===== src/rtl/uart_rx_ext_if.sv =====
// Receive-side stream between uart_rx_ext and its consumer: FIFO head entry plus valid/ready.
// The receiver drives the head through the master modport; the consumer uses slave.
interface uart_rx_ext_if #(
    parameter int NUM_DATA_BITS = 8
);
    logic [NUM_DATA_BITS-1:0] o_data;
    logic                     o_parity_err;
    logic                     o_frame_err;
    logic                     o_break;
    logic                     o_valid;
    logic                     i_ready;

    modport master (
        output o_data, o_parity_err, o_frame_err, o_break, o_valid,
        input  i_ready
    );

    modport slave (
        input  o_data, o_parity_err, o_frame_err, o_break, o_valid,
        output i_ready
    );
endinterface


===== src/rtl/uart_rx_ext.sv =====
// Runtime-configurable UART receiver: oversampled 3-sample majority voting, optional parity,
// 1/2 stop bits, framing and break detection, feeding a small first-word-fall-through FIFO.
module uart_rx_ext #(
    parameter int OVERSAMPLE_RATE = 16,
    parameter int NUM_DATA_BITS   = 8,
    parameter int DIV_W           = 16,
    parameter int FIFO_DEPTH      = 4
) (
    input  logic             i_clk,
    input  logic             i_rst_n,
    input  logic             i_rx,
    input  logic [DIV_W-1:0] i_baud_div,
    input  logic             i_parity_on,
    input  logic             i_parity_odd,
    input  logic             i_two_stop,
    uart_rx_ext_if.master    rx_if,
    output logic             o_overrun,
    output logic             o_busy
);
    localparam int KW = $clog2(OVERSAMPLE_RATE);
    localparam int AW = $clog2(FIFO_DEPTH);
    localparam int BW = $clog2(NUM_DATA_BITS + 1);
    localparam int EW = NUM_DATA_BITS + 3;

    localparam logic [KW-1:0] K_LO      = KW'(OVERSAMPLE_RATE / 2 - 1);
    localparam logic [KW-1:0] K_MID     = KW'(OVERSAMPLE_RATE / 2);
    localparam logic [KW-1:0] K_HI      = KW'(OVERSAMPLE_RATE / 2 + 1);
    localparam logic [KW-1:0] K_LAST    = KW'(OVERSAMPLE_RATE - 1);
    localparam logic [BW-1:0] BITS_LAST = BW'(NUM_DATA_BITS);
    localparam logic [AW:0]   FIFO_FULL = (AW + 1)'(FIFO_DEPTH);

    typedef enum logic [2:0] {IDLE, START, DATA, PARITY, STOP, BRK_WAIT} state_t;

    // Synchronizer resets to the idle level so release of reset never looks like a start bit.
    logic [2:0] sync_reg;
    logic       rx_s;

    always_ff @(posedge i_clk or negedge i_rst_n) begin
        if (!i_rst_n) sync_reg <= 3'b111;
        else          sync_reg <= {sync_reg[1:0], i_rx};
    end

    assign rx_s = sync_reg[2];

    state_t                   state_reg,     state_next;
    logic [DIV_W-1:0]         div_cnt_reg,   div_cnt_next;
    logic [DIV_W-1:0]         div_lat_reg,   div_lat_next;
    logic [KW-1:0]            k_reg,         k_next;
    logic [1:0]               samp_reg,      samp_next;
    logic [NUM_DATA_BITS-1:0] shift_reg,     shift_next;
    logic [BW-1:0]            bit_cnt_reg,   bit_cnt_next;
    logic                     stop_cnt_reg,  stop_cnt_next;
    logic                     perr_reg,      perr_next;
    logic                     ferr_reg,      ferr_next;
    logic                     zero_reg,      zero_next;
    logic                     par_on_reg,    par_on_next;
    logic                     par_odd_reg,   par_odd_next;
    logic                     two_stop_reg,  two_stop_next;

    logic          tick, decide, bit_end, vote;
    logic          push;
    logic [EW-1:0] push_entry;

    always_ff @(posedge i_clk or negedge i_rst_n) begin
        if (!i_rst_n) begin
            state_reg    <= IDLE;
            div_cnt_reg  <= '0;
            div_lat_reg  <= '0;
            k_reg        <= '0;
            samp_reg     <= 2'b11;
            shift_reg    <= '0;
            bit_cnt_reg  <= '0;
            stop_cnt_reg <= 1'b0;
            perr_reg     <= 1'b0;
            ferr_reg     <= 1'b0;
            zero_reg     <= 1'b0;
            par_on_reg   <= 1'b0;
            par_odd_reg  <= 1'b0;
            two_stop_reg <= 1'b0;
        end else begin
            state_reg    <= state_next;
            div_cnt_reg  <= div_cnt_next;
            div_lat_reg  <= div_lat_next;
            k_reg        <= k_next;
            samp_reg     <= samp_next;
            shift_reg    <= shift_next;
            bit_cnt_reg  <= bit_cnt_next;
            stop_cnt_reg <= stop_cnt_next;
            perr_reg     <= perr_next;
            ferr_reg     <= ferr_next;
            zero_reg     <= zero_next;
            par_on_reg   <= par_on_next;
            par_odd_reg  <= par_odd_next;
            two_stop_reg <= two_stop_next;
        end
    end

    assign tick    = (state_reg != IDLE) && (div_cnt_reg == div_lat_reg);
    assign decide  = tick && (k_reg == K_HI);
    assign bit_end = tick && (k_reg == K_LAST);
    assign vote    = (samp_reg[0] & samp_reg[1]) | (samp_reg[0] & rx_s) | (samp_reg[1] & rx_s);

    always_comb begin
        state_next    = state_reg;
        div_cnt_next  = div_cnt_reg;
        div_lat_next  = div_lat_reg;
        k_next        = k_reg;
        samp_next     = samp_reg;
        shift_next    = shift_reg;
        bit_cnt_next  = bit_cnt_reg;
        stop_cnt_next = stop_cnt_reg;
        perr_next     = perr_reg;
        ferr_next     = ferr_reg;
        zero_next     = zero_reg;
        par_on_next   = par_on_reg;
        par_odd_next  = par_odd_reg;
        two_stop_next = two_stop_reg;
        push          = 1'b0;
        push_entry    = '0;

        if (tick) begin
            div_cnt_next = '0;
            k_next       = k_reg + 1'b1;
        end else begin
            div_cnt_next = div_cnt_reg + 1'b1;
        end
        if (tick && (k_reg == K_LO))  samp_next[0] = rx_s;
        if (tick && (k_reg == K_MID)) samp_next[1] = rx_s;

        case (state_reg)
            IDLE: begin
                div_cnt_next = '0;
                k_next       = '0;
                if (!rx_s) begin
                    state_next    = START;
                    div_lat_next  = i_baud_div;
                    par_on_next   = i_parity_on;
                    par_odd_next  = i_parity_odd;
                    two_stop_next = i_two_stop;
                    shift_next    = '0;
                    bit_cnt_next  = '0;
                    stop_cnt_next = 1'b0;
                    perr_next     = 1'b0;
                    ferr_next     = 1'b0;
                    zero_next     = 1'b1;
                end
            end
            START: begin
                if (decide && vote) state_next = IDLE;
                else if (bit_end)   state_next = DATA;
            end
            DATA: begin
                if (decide) begin
                    shift_next   = {vote, shift_reg[NUM_DATA_BITS-1:1]};
                    bit_cnt_next = bit_cnt_reg + 1'b1;
                    if (vote) zero_next = 1'b0;
                end
                if (bit_end && (bit_cnt_reg == BITS_LAST))
                    state_next = par_on_reg ? PARITY : STOP;
            end
            PARITY: begin
                if (decide) begin
                    perr_next = ((^shift_reg) ^ vote) != par_odd_reg;
                    if (vote) zero_next = 1'b0;
                end
                if (bit_end) state_next = STOP;
            end
            STOP: begin
                if (decide) begin
                    ferr_next = ferr_reg | ~vote;
                    zero_next = zero_reg & ~vote;
                    if (stop_cnt_reg == two_stop_reg) begin
                        // Leave mid-bit so the next start edge is caught as early as possible.
                        push = 1'b1;
                        if (zero_reg && !vote) begin
                            push_entry = {1'b1, 1'b1, 1'b0, {NUM_DATA_BITS{1'b0}}};
                            state_next = BRK_WAIT;
                        end else begin
                            push_entry = {1'b0, ferr_reg | ~vote, perr_reg, shift_reg};
                            state_next = IDLE;
                        end
                    end else begin
                        stop_cnt_next = 1'b1;
                    end
                end
            end
            BRK_WAIT: begin
                if (rx_s) state_next = IDLE;
            end
            default: state_next = IDLE;
        endcase
    end

    assign o_busy = (state_reg != IDLE);

    // Receive FIFO: storage is left unreset; the head is masked to zero while empty.
    logic [EW-1:0] mem [FIFO_DEPTH];
    logic [AW-1:0] wr_ptr_reg, rd_ptr_reg;
    logic [AW:0]   count_reg;
    logic          overrun_reg;
    logic          full, valid, pop, wr_en;
    logic [EW-1:0] head;

    assign full  = (count_reg == FIFO_FULL);
    assign valid = (count_reg != '0);
    assign pop   = valid && rx_if.i_ready;
    assign wr_en = push && (!full || pop);

    always_ff @(posedge i_clk) begin
        if (wr_en) mem[wr_ptr_reg] <= push_entry;
    end

    always_ff @(posedge i_clk or negedge i_rst_n) begin
        if (!i_rst_n) begin
            wr_ptr_reg  <= '0;
            rd_ptr_reg  <= '0;
            count_reg   <= '0;
            overrun_reg <= 1'b0;
        end else begin
            if (wr_en) wr_ptr_reg <= wr_ptr_reg + 1'b1;
            if (pop)   rd_ptr_reg <= rd_ptr_reg + 1'b1;
            if (wr_en && !pop)      count_reg <= count_reg + 1'b1;
            else if (!wr_en && pop) count_reg <= count_reg - 1'b1;
            overrun_reg <= push && full && !pop;
        end
    end

    assign head               = mem[rd_ptr_reg];
    assign o_overrun          = overrun_reg;
    assign rx_if.o_valid      = valid;
    assign rx_if.o_data       = valid ? head[NUM_DATA_BITS-1:0] : '0;
    assign rx_if.o_parity_err = valid & head[EW-3];
    assign rx_if.o_frame_err  = valid & head[EW-2];
    assign rx_if.o_break      = valid & head[EW-1];
endmodule


===== src/flat_wrapper.sv =====
// flat-port wrapper written by rule: the top's interface ports become plain ports
module uart_rx_ext_flat 
#(
    parameter int OVERSAMPLE_RATE = 16,
    parameter int NUM_DATA_BITS   = 8,
    parameter int DIV_W           = 16,
    parameter int FIFO_DEPTH      = 4
)
  (i_clk, i_rst_n, i_rx, i_baud_div, i_parity_on, i_parity_odd, i_two_stop, o_overrun, o_busy, rx_if_o_data, rx_if_o_parity_err, rx_if_o_frame_err, rx_if_o_break, rx_if_o_valid, rx_if_i_ready);
  uart_rx_ext_if #(.NUM_DATA_BITS(NUM_DATA_BITS)) rx_if_i ();
  input  logic i_clk;
  input  logic i_rst_n;
  input  logic i_rx;
  input  logic [DIV_W-1:0] i_baud_div;
  input  logic i_parity_on;
  input  logic i_parity_odd;
  input  logic i_two_stop;
  output logic o_overrun;
  output logic o_busy;
  output wire logic [$bits(rx_if_i.o_data)-1:0] rx_if_o_data;
  output wire logic [$bits(rx_if_i.o_parity_err)-1:0] rx_if_o_parity_err;
  output wire logic [$bits(rx_if_i.o_frame_err)-1:0] rx_if_o_frame_err;
  output wire logic [$bits(rx_if_i.o_break)-1:0] rx_if_o_break;
  output wire logic [$bits(rx_if_i.o_valid)-1:0] rx_if_o_valid;
  input wire logic [$bits(rx_if_i.i_ready)-1:0] rx_if_i_ready;
  assign rx_if_o_data = rx_if_i.o_data;
  assign rx_if_o_parity_err = rx_if_i.o_parity_err;
  assign rx_if_o_frame_err = rx_if_i.o_frame_err;
  assign rx_if_o_break = rx_if_i.o_break;
  assign rx_if_o_valid = rx_if_i.o_valid;
  assign rx_if_i.i_ready = rx_if_i_ready;
  uart_rx_ext #(.OVERSAMPLE_RATE(OVERSAMPLE_RATE), .NUM_DATA_BITS(NUM_DATA_BITS), .DIV_W(DIV_W), .FIFO_DEPTH(FIFO_DEPTH)) u_core (.i_clk(i_clk), .i_rst_n(i_rst_n), .i_rx(i_rx), .i_baud_div(i_baud_div), .i_parity_on(i_parity_on), .i_parity_odd(i_parity_odd), .i_two_stop(i_two_stop), .rx_if(rx_if_i), .o_overrun(o_overrun), .o_busy(o_busy));
endmodule

===== config.mk =====
export PLATFORM = sky130hd
export DESIGN_NAME = uart_rx_ext_flat
export DESIGN_NICKNAME = d
export VERILOG_FILES = /design/src/rtl/uart_rx_ext_if.sv /design/src/rtl/uart_rx_ext.sv /design/src/flat_wrapper.sv
export SDC_FILE = /design/constraint.sdc
export NUM_CORES = 1
export LEC_CHECK = 0
export BUFFER_PORTS_ARGS = -buffer_cell sky130_fd_sc_hd__buf_2
export CORE_MARGIN = 5
export CORE_UTILIZATION = 45
export DETAILED_ROUTE_END_ITERATION = 10
export PLACE_DENSITY = 0.58
export SLEW_MARGIN = 40
export SYNTH_ARGS = -nofsm -noshare
export SYNTH_HDL_FRONTEND = slang
export SYNTH_SLANG_ARGS = --single-unit

===== constraint.sdc =====
create_clock -name i_clk -period 7.9 [get_ports i_clk]
set_input_delay 1.58 -clock i_clk [delete_from_list [all_inputs] [get_ports i_clk]]
set_output_delay 1.58 -clock i_clk [all_outputs]
set_load 0.02 [all_outputs]

==> results of run 1 <==
## logic make-up (layout without fill, tap and decap cells)
family	count (synthesis)	in the layout	share of synthesized area [%]
fa+ha+maj	13	13	3.14
flops	115	115	58.1
compound gates	35	35	4.14
simple gates	200	200	18.3
mux	18	18	6.06
xor+xnor	46	46	7.54
buf+inv	32	87	2.69
## per-stage QoR
step / cells / worst slack (ns)
floorplan: 459 / 4.70
finish: 657 / 4.34
CTS: 656 / 4.06
global route: 657 / 4.18
global placement: 624 / 4.36
detailed placement: 624 / 4.37
## layout make-up
type	count	area share, %
Sequential cell	115	49.9
Multi-Input combinational cell	312	33.7
Clock buffer	18	6.90
Timing Repair Buffer	39	3.32
Tap cell	143	2.88
Clock inverter	14	2.31
Inverter	16	0.965
## path summary, 6_finish.rpt
path	end	slack, ns	cells after the start
max in group asynchronous	u_core.rd_ptr_reg[0]	6.12	2
min in group asynchronous	u_core.k_reg[2]	1.29	2
worst min-delay path	u_core.sync_reg[1]	0.35	0
worst min register to register	u_core.sync_reg[1]	0.35	0
worst max-delay path	o_busy	4.34	3
worst max register to register	u_core.count_reg[2]	4.78	11
## cell usage after synthesis, types with 2 or more instances
master / n / area share (%)
nand3_1: 22 / 2.1
o211ai_1: 3 / 0.42
buf_2: 4 / 0.37
a31o_2: 2 / 0.33
nor2b_1: 2 / 0.23
o31ai_1: 2 / 0.28
mux4_2: 11 / 4.6
and3_1: 5 / 0.59
dfrtp_1: 66 / 31
nor3_1: 4 / 0.37
clkbuf_1: 8 / 0.56
a21oi_1: 14 / 1.3
or2_2: 2 / 0.23
nand2b_1: 2 / 0.23
and2_1: 26 / 3.0
dfstp_2: 5 / 2.5
mux2_2: 5 / 1.1
xor2_1: 14 / 2.3
buf_6: 2 / 0.42
nand4_1: 10 / 1.2
nand2_1: 81 / 5.7
xnor2_1: 32 / 5.2
ha_1: 11 / 2.6
inv_1: 16 / 1.1
mux2i_1: 2 / 0.37
edfxtp_1: 44 / 25
o21ai_0: 6 / 0.56
and3_2: 2 / 0.28
nor2_1: 32 / 2.2
or3_1: 5 / 0.59
## power by group through the flow
| stage | clock network [W] | registers (W) | logic, W |
|---|---|---|---|
| 6_report | 0.000739 | 0.000706 | 0.000110 |
| 5_1_grt | 0.000790 | 0.000716 | 0.000126 |
| 4_1_cts | 0.000753 | 0.000709 | 0.000114 |
| 3_5_place_dp | 0 | 0.000719 | 0.000114 |
| 3_3_place_gp | 0 | 0.000718 | 0.000109 |
| 2_1_floorplan | 0 | 0.000684 | 0.000105 |
## critical path, stage by stage (launching register included)
cell,delay (ns)
dfrtp_1,0.50
nor3_1,0.61
inv_1,0.24
buf_2,0.23
## layer usage
metal  up-vias  wire length [um]  GRT usage, %
met5         -                 0             0
met3        13               462          5.59
li1       1662                 -             -
met4         0               161          6.08
met2        71              4750          24.6
met1      1624              4690          20.0
==> qor.yml, run 1 <==
timing:
  period_minus_slack_ns: 3.56
  rsz0062_at_grt: "false"
  setup_viol: 0
  max_freq_mhz: 281
  drv_slew: 0
  hold_slack_ns: 0.354
  finalCritPeriodShare_pct: 45.1
  timing.slew.headroom_pct: 52.8
  fin_worst_skew_ns: 0.00849
  fin_setup_tns_ns: 0
  hold_viol: 0
  worstMarginPinSlew_ns: 0.698
synthesis:
  netlist_instances: 459
  synth_seq_cells: 115
  netlist_area_sq_um: 5340
  synth_async_sr_flop_share_pct: 61.7
  synth_nets: 494
  ys_seq_area_share_pct: 58.1
  yosysWarnings: 0
  synth.distinct_cells: 49
  synth_edf_count: 44
  ys.flop_type: "dfrtp_1"
  syn_area_per_cell_sq_um: 11.6
layout:
  final_common_cell: "nand2_1"
  final_cell_area_sq_um: 6220
  final_layout_size_suffix_gt1_share_pct: 19.8
  fin_nets: 536
  diodes: 0
  fillers: 1003
  multi_input_area_sq_um: 2100
  largest_reg_flops: 44
  regArea_sq_um: 3110
  final_cell_mix: "80 x nand2_1, 65 x dfrtp_1, 44 x edfxtp_1"
  syn_to_final_growth_pct: 16.4
  utilization_pct: 54.0
worst_hold_path:
  hold_path_class: "flop to flop"
  hp-start: "u_core.sync_reg[0]"
critical_path:
  path_class: "flop to output port"
  r2r_start: "u_core.div_cnt_reg[2]"
  arrival_ns: 1.98
  crit_fanout: 13
  setup.worst_path.start: "u_core.state_reg[0]"
  cp-end-kind: "output port"
  cp.required_ns: 6.32
  start_kind: "flop"
route:
  first_pass_iters: 4
  vias_per_cell: 5.13
  via_count: 3370
  wl_mm: 10.1
  avgRoutedWirePerCell_um: 15.3
  drt_iter0_markers: 283
  post-route-drc-count: 0
  ant_nets: 0
power:
  fin_total_pwr_w: 0.00156
  ir_worst_vdd_v: 0.000227
  p_seq_share_pct: 45.4
  internal_power_w: 0.00120
  switching_power_w: 0.000358
  p_clk_share_pct: 47.5
  powerDensity_nw_per_um2: 250
  comb_power_share_pct: 7.1
  swShare_pct: 23.0
  leakage_nw: 2.77
outcome:
  status: "complete, no violations"
clocking:
  numCtsBuffers: 17
  cts.reportedPaths.clkPinSlew_ns: 0.05
  worstSkewPairLatency_ns: 0.41
  clockRootBuffer: "clkbuf_16"
  ctsHoldBuffers: 0
  ctsLongestPathBuffers: 2
  ctsHtreeMaxLevel: 4
  cts_tree: "done"
  cts_num_sinks: 115
  post_cts_buffers: 0
  cts_resized: 0
floorplanning:
  rows: 39
  io_pins: 37
  fp.dieH_um: 119
  start_util_pct: 46.4
  die_area_sq_um: 14200
  coreArea_sq_um: 11500
  die_x_um: 119
flow_run:
  drv_cap: 0
grt:
  antenna_found_initial: 0
  grt_max_degree: 72
  grt_pass1_vias: 3458
  grtUsageTotal_pct: 15.7
  grt.overflow.total: 0
  grt_pass1_wl_mm: 17.4
placed_design:
  dpl_cell_area_sq_um: 5640
  dp_hpwl_mm: 6.76
  place_congestion: 0.795
  numPortBuffers: 36
(Power assumes the default switching activity.)
==> run 2, diff against run 1 <==
Settings changed: ABC_AREA set to 1.
Clock period 7.9 ns to 3.75 ns, I/O delays scaled along.
==> run 2 against run 1 <==
  * Non-clock buffer count grew 6
  * Synthesized cell count up 28%
  * Wire length increased by 7.3%
  * Combinational power grew to 6.3 times the previous value
  * Critical path depth increased by 2
  * Die area up 2.0%
  * Count of clock-buffer cells in the layout is 2 higher
  * Design area up 3.8%
  * Hold slack got worse by 0.051 ns
  * First-iteration DRC count down 17%
  * Flip-flop and latch count unchanged
  * Register-to-register slack got worse by 3.8 ns
  * Critical endpoint is now rx_if_o_data[2]
==> qor.yml, run 2 <==
synthesis:
  synth_async_sr_flop_share_pct: 61.7
  netlist_area_sq_um: 5460
  synth_most_common_cell: "nand2_1"
  synth_top_family_by_area: "simple AND/OR/NAND/NOR gates"
  synth_xor_area_share_pct: 4.33
  ys.flop_type: "dfrtp_1"
  synth_common_cells: "119 x nand2_1, 76 x nor2_1, 73 x inv_1"
  synthAdderAreaFrac_pct: 2.89
  synth_compound_gate_area_share_pct: 8.34
  synth_edf_count: 44
  netlist_instances: 588
  synth_seq_cells: 115
  yosysWarnings: 0
  synth_top_area_cell: "dfrtp_1"
  ys_seq_area_share_pct: 56.9
  synth.distinct_cells: 35
  yosys.area.top_type_share_pct: 30.3
  synthMuxAreaShare_pct: 0.206
  syn_area_per_cell_sq_um: 9.28
  synth_nets: 623
  synth_area_leaders: "dfrtp_1 30%, edfxtp_1 24%, nand2_1 8.2%"
  synth-simple-area-share_pct: 21.1
timing:
  setup_viol: 0
  finalCritPeriodShare_pct: 74.3
  hold_viol: 0
  fin_setup_tns_ns: 0
  drv_slew: 0
  rsz0062_at_grt: "false"
  finalWorstSetupSlack_ns: 0.963
  period_minus_slack_ns: 2.79
  worstMarginPinSlew_ns: 0.534
  hold_slack_ns: 0.303
  max_freq_mhz: 359
  timing.slew.headroom_pct: 64.3
  fin_worst_skew_ns: 0.0108
critical_path:
  cp.required_ns: 3.00
  cp-end-kind: "output port"
  start_kind: "flop"
  path_class: "flop to output port"
  arrival_ns: 2.04
  crit_fanout: 12
power:
  swShare_pct: 28.5
  p_seq_share_pct: 37.8
  p_clk_share_pct: 44.0
  comb_power_share_pct: 18.2
  internal_power_w: 0.00273
  ir_worst_vdd_v: 0.000225
  powerDensity_nw_per_um2: 590
  switching_power_w: 0.00109
  leakage_nw: 3.01
placed_design:
  numPortBuffers: 36
  dp_hpwl_mm: 7.51
  dp_slack_ns: 0.977
  dp_cells: 768
  place_congestion: 0.792
floorplanning:
  fp.dieH_um: 120
  rows: 40
  die_area_sq_um: 14400
  start_util_pct: 45.6
  coreArea_sq_um: 12000
  io_pins: 37
  die_x_um: 120
route:
  wl_mm: 10.8
  via_count: 3950
  post-route-drc-count: 0
  avgRoutedWirePerCell_um: 13.5
  drt_iter0_markers: 234
  first_pass_iters: 4
  ant_nets: 0
  vias_per_cell: 4.94
grt:
  grt_pass1_vias: 4039
  grt_pass1_wl_mm: 19.1
  antenna_found_initial: 0
  grt.overflow.total: 0
  grtUsageTotal_pct: 16.7
  grt_max_degree: 38
clocking:
  cts_resized: 0
  ctsHtreeMaxLevel: 4
  cts_num_sinks: 115
  clockRootBuffer: "clkbuf_16"
  post_cts_buffers: 0
  numCtsBuffers: 17
  ctsHoldBuffers: 0
  cts.reportedPaths.clkPinSlew_ns: 0.05
  worstSkewPairLatency_ns: 0.41
  ctsLongestPathBuffers: 2
  cts_tree: "done"
layout:
  syn_to_final_growth_pct: 18.3
  fillers: 1086
  diodes: 0
  final_cell_mix: "119 x nand2_1, 76 x nor2_1, 73 x inv_1"
  final_layout_size_suffix_gt1_share_pct: 16.7
  largest_reg_flops: 44
  final_common_cell: "nand2_1"
  fin_nets: 675
  fin_cells: 800
outcome:
  status: "complete, no violations"
worst_hold_path:
  hold_path_class: "input pin to async pin"
flow_run:
  drv_cap: 0
run 2: changes by cell type in the layout (fill, tap and decap cells not counted), moves of 10 or more:
cell,delta
and2_1,-26
inv_1,+57
mux4_2,-11
nand2_1,+39
nor2_1,+44
nor3_1,+10
o21ai_0,+43
xnor2_1,-16
run 2: cell type report:
type,instances,area (sq um),share of cell area (%)
clock buffers,20,437,6.76
repair buffers,45,250,3.87
clock inverters,12,181,2.81
flip-flops and latches,115,3100,48.1
inverters,77,290,4.49
multi-input cells,384,2010,31.2
well taps,147,184,2.85
run 2: per-stage QoR:
stage	area, sq um	utilization [%]	power, W
global placement	5840	48.8	0.00214
floorplan	5460	-	0.00195
finish	6460	54.0	0.00381
detailed placement	5840	48.8	0.00217
global route	6460	54.0	0.00403
CTS	6460	54.0	0.00386
run 2: logic make-up after synthesis:
kind of cell | Yosys count
multiplexers | 1
XOR/XNOR | 27
AND/OR/NAND/NOR | 259
AO/OA/AOI/OAI | 85
flip-flops | 115
adder cells (fa/ha/maj) | 12
buffers and inverters | 89
run 2: final timing paths:
| kind | start | endpoint | slack (ns) | cells after the start |
|---|---|---|---|---|
| worst max-delay path | u_core.rd_ptr_reg[1] | rx_if_o_data[2] | 0.96 | 5 |
| worst min-delay path | i_rst_n | u_core.rd_ptr_reg[0] | 0.30 | 1 |
| worst max register to register | u_core.div_cnt_reg[9] | u_core.count_reg[2] | 0.97 | 17 |
| worst min register to register | u_core.sync_reg[0] | u_core.sync_reg[1] | 0.35 | 0 |
| max in group asynchronous | i_rst_n | u_core.div_lat_reg[11] | 2.80 | 2 |
| min in group i_clk | u_core.sync_reg[0] | u_core.sync_reg[1] | 0.35 | 0 |
run 2: power by group through the flow:
stage | clock network, W | logic, W | registers, W
finish | 0.00168 | 0.000695 | 0.00144
CTS | 0.00171 | 0.000709 | 0.00144
floorplan | 0 | 0.000525 | 0.00143
global placement | 0 | 0.000686 | 0.00146
global route | 0.00177 | 0.000804 | 0.00145
detailed placement | 0 | 0.000706 | 0.00146
run 2: worst max-delay path, stage by stage, from the launching register on:
cell and delay (ns):
dfrtp_1 0.64, inv_1 0.37, nor2_1 0.20, o21ai_0 0.10, a21oi_1 0.15, buf_2 0.18
run 2: routing by layer:
layer  part of all wire (%)  vias to the layer above  track usage [%]
li1                       -                     2004                -
met1                     45                     1872             20.8
met2                     51                       63             28.1
met3                    3.4                       11             4.34
met4                    1.1                        0             5.73
met5                      0                        -                0
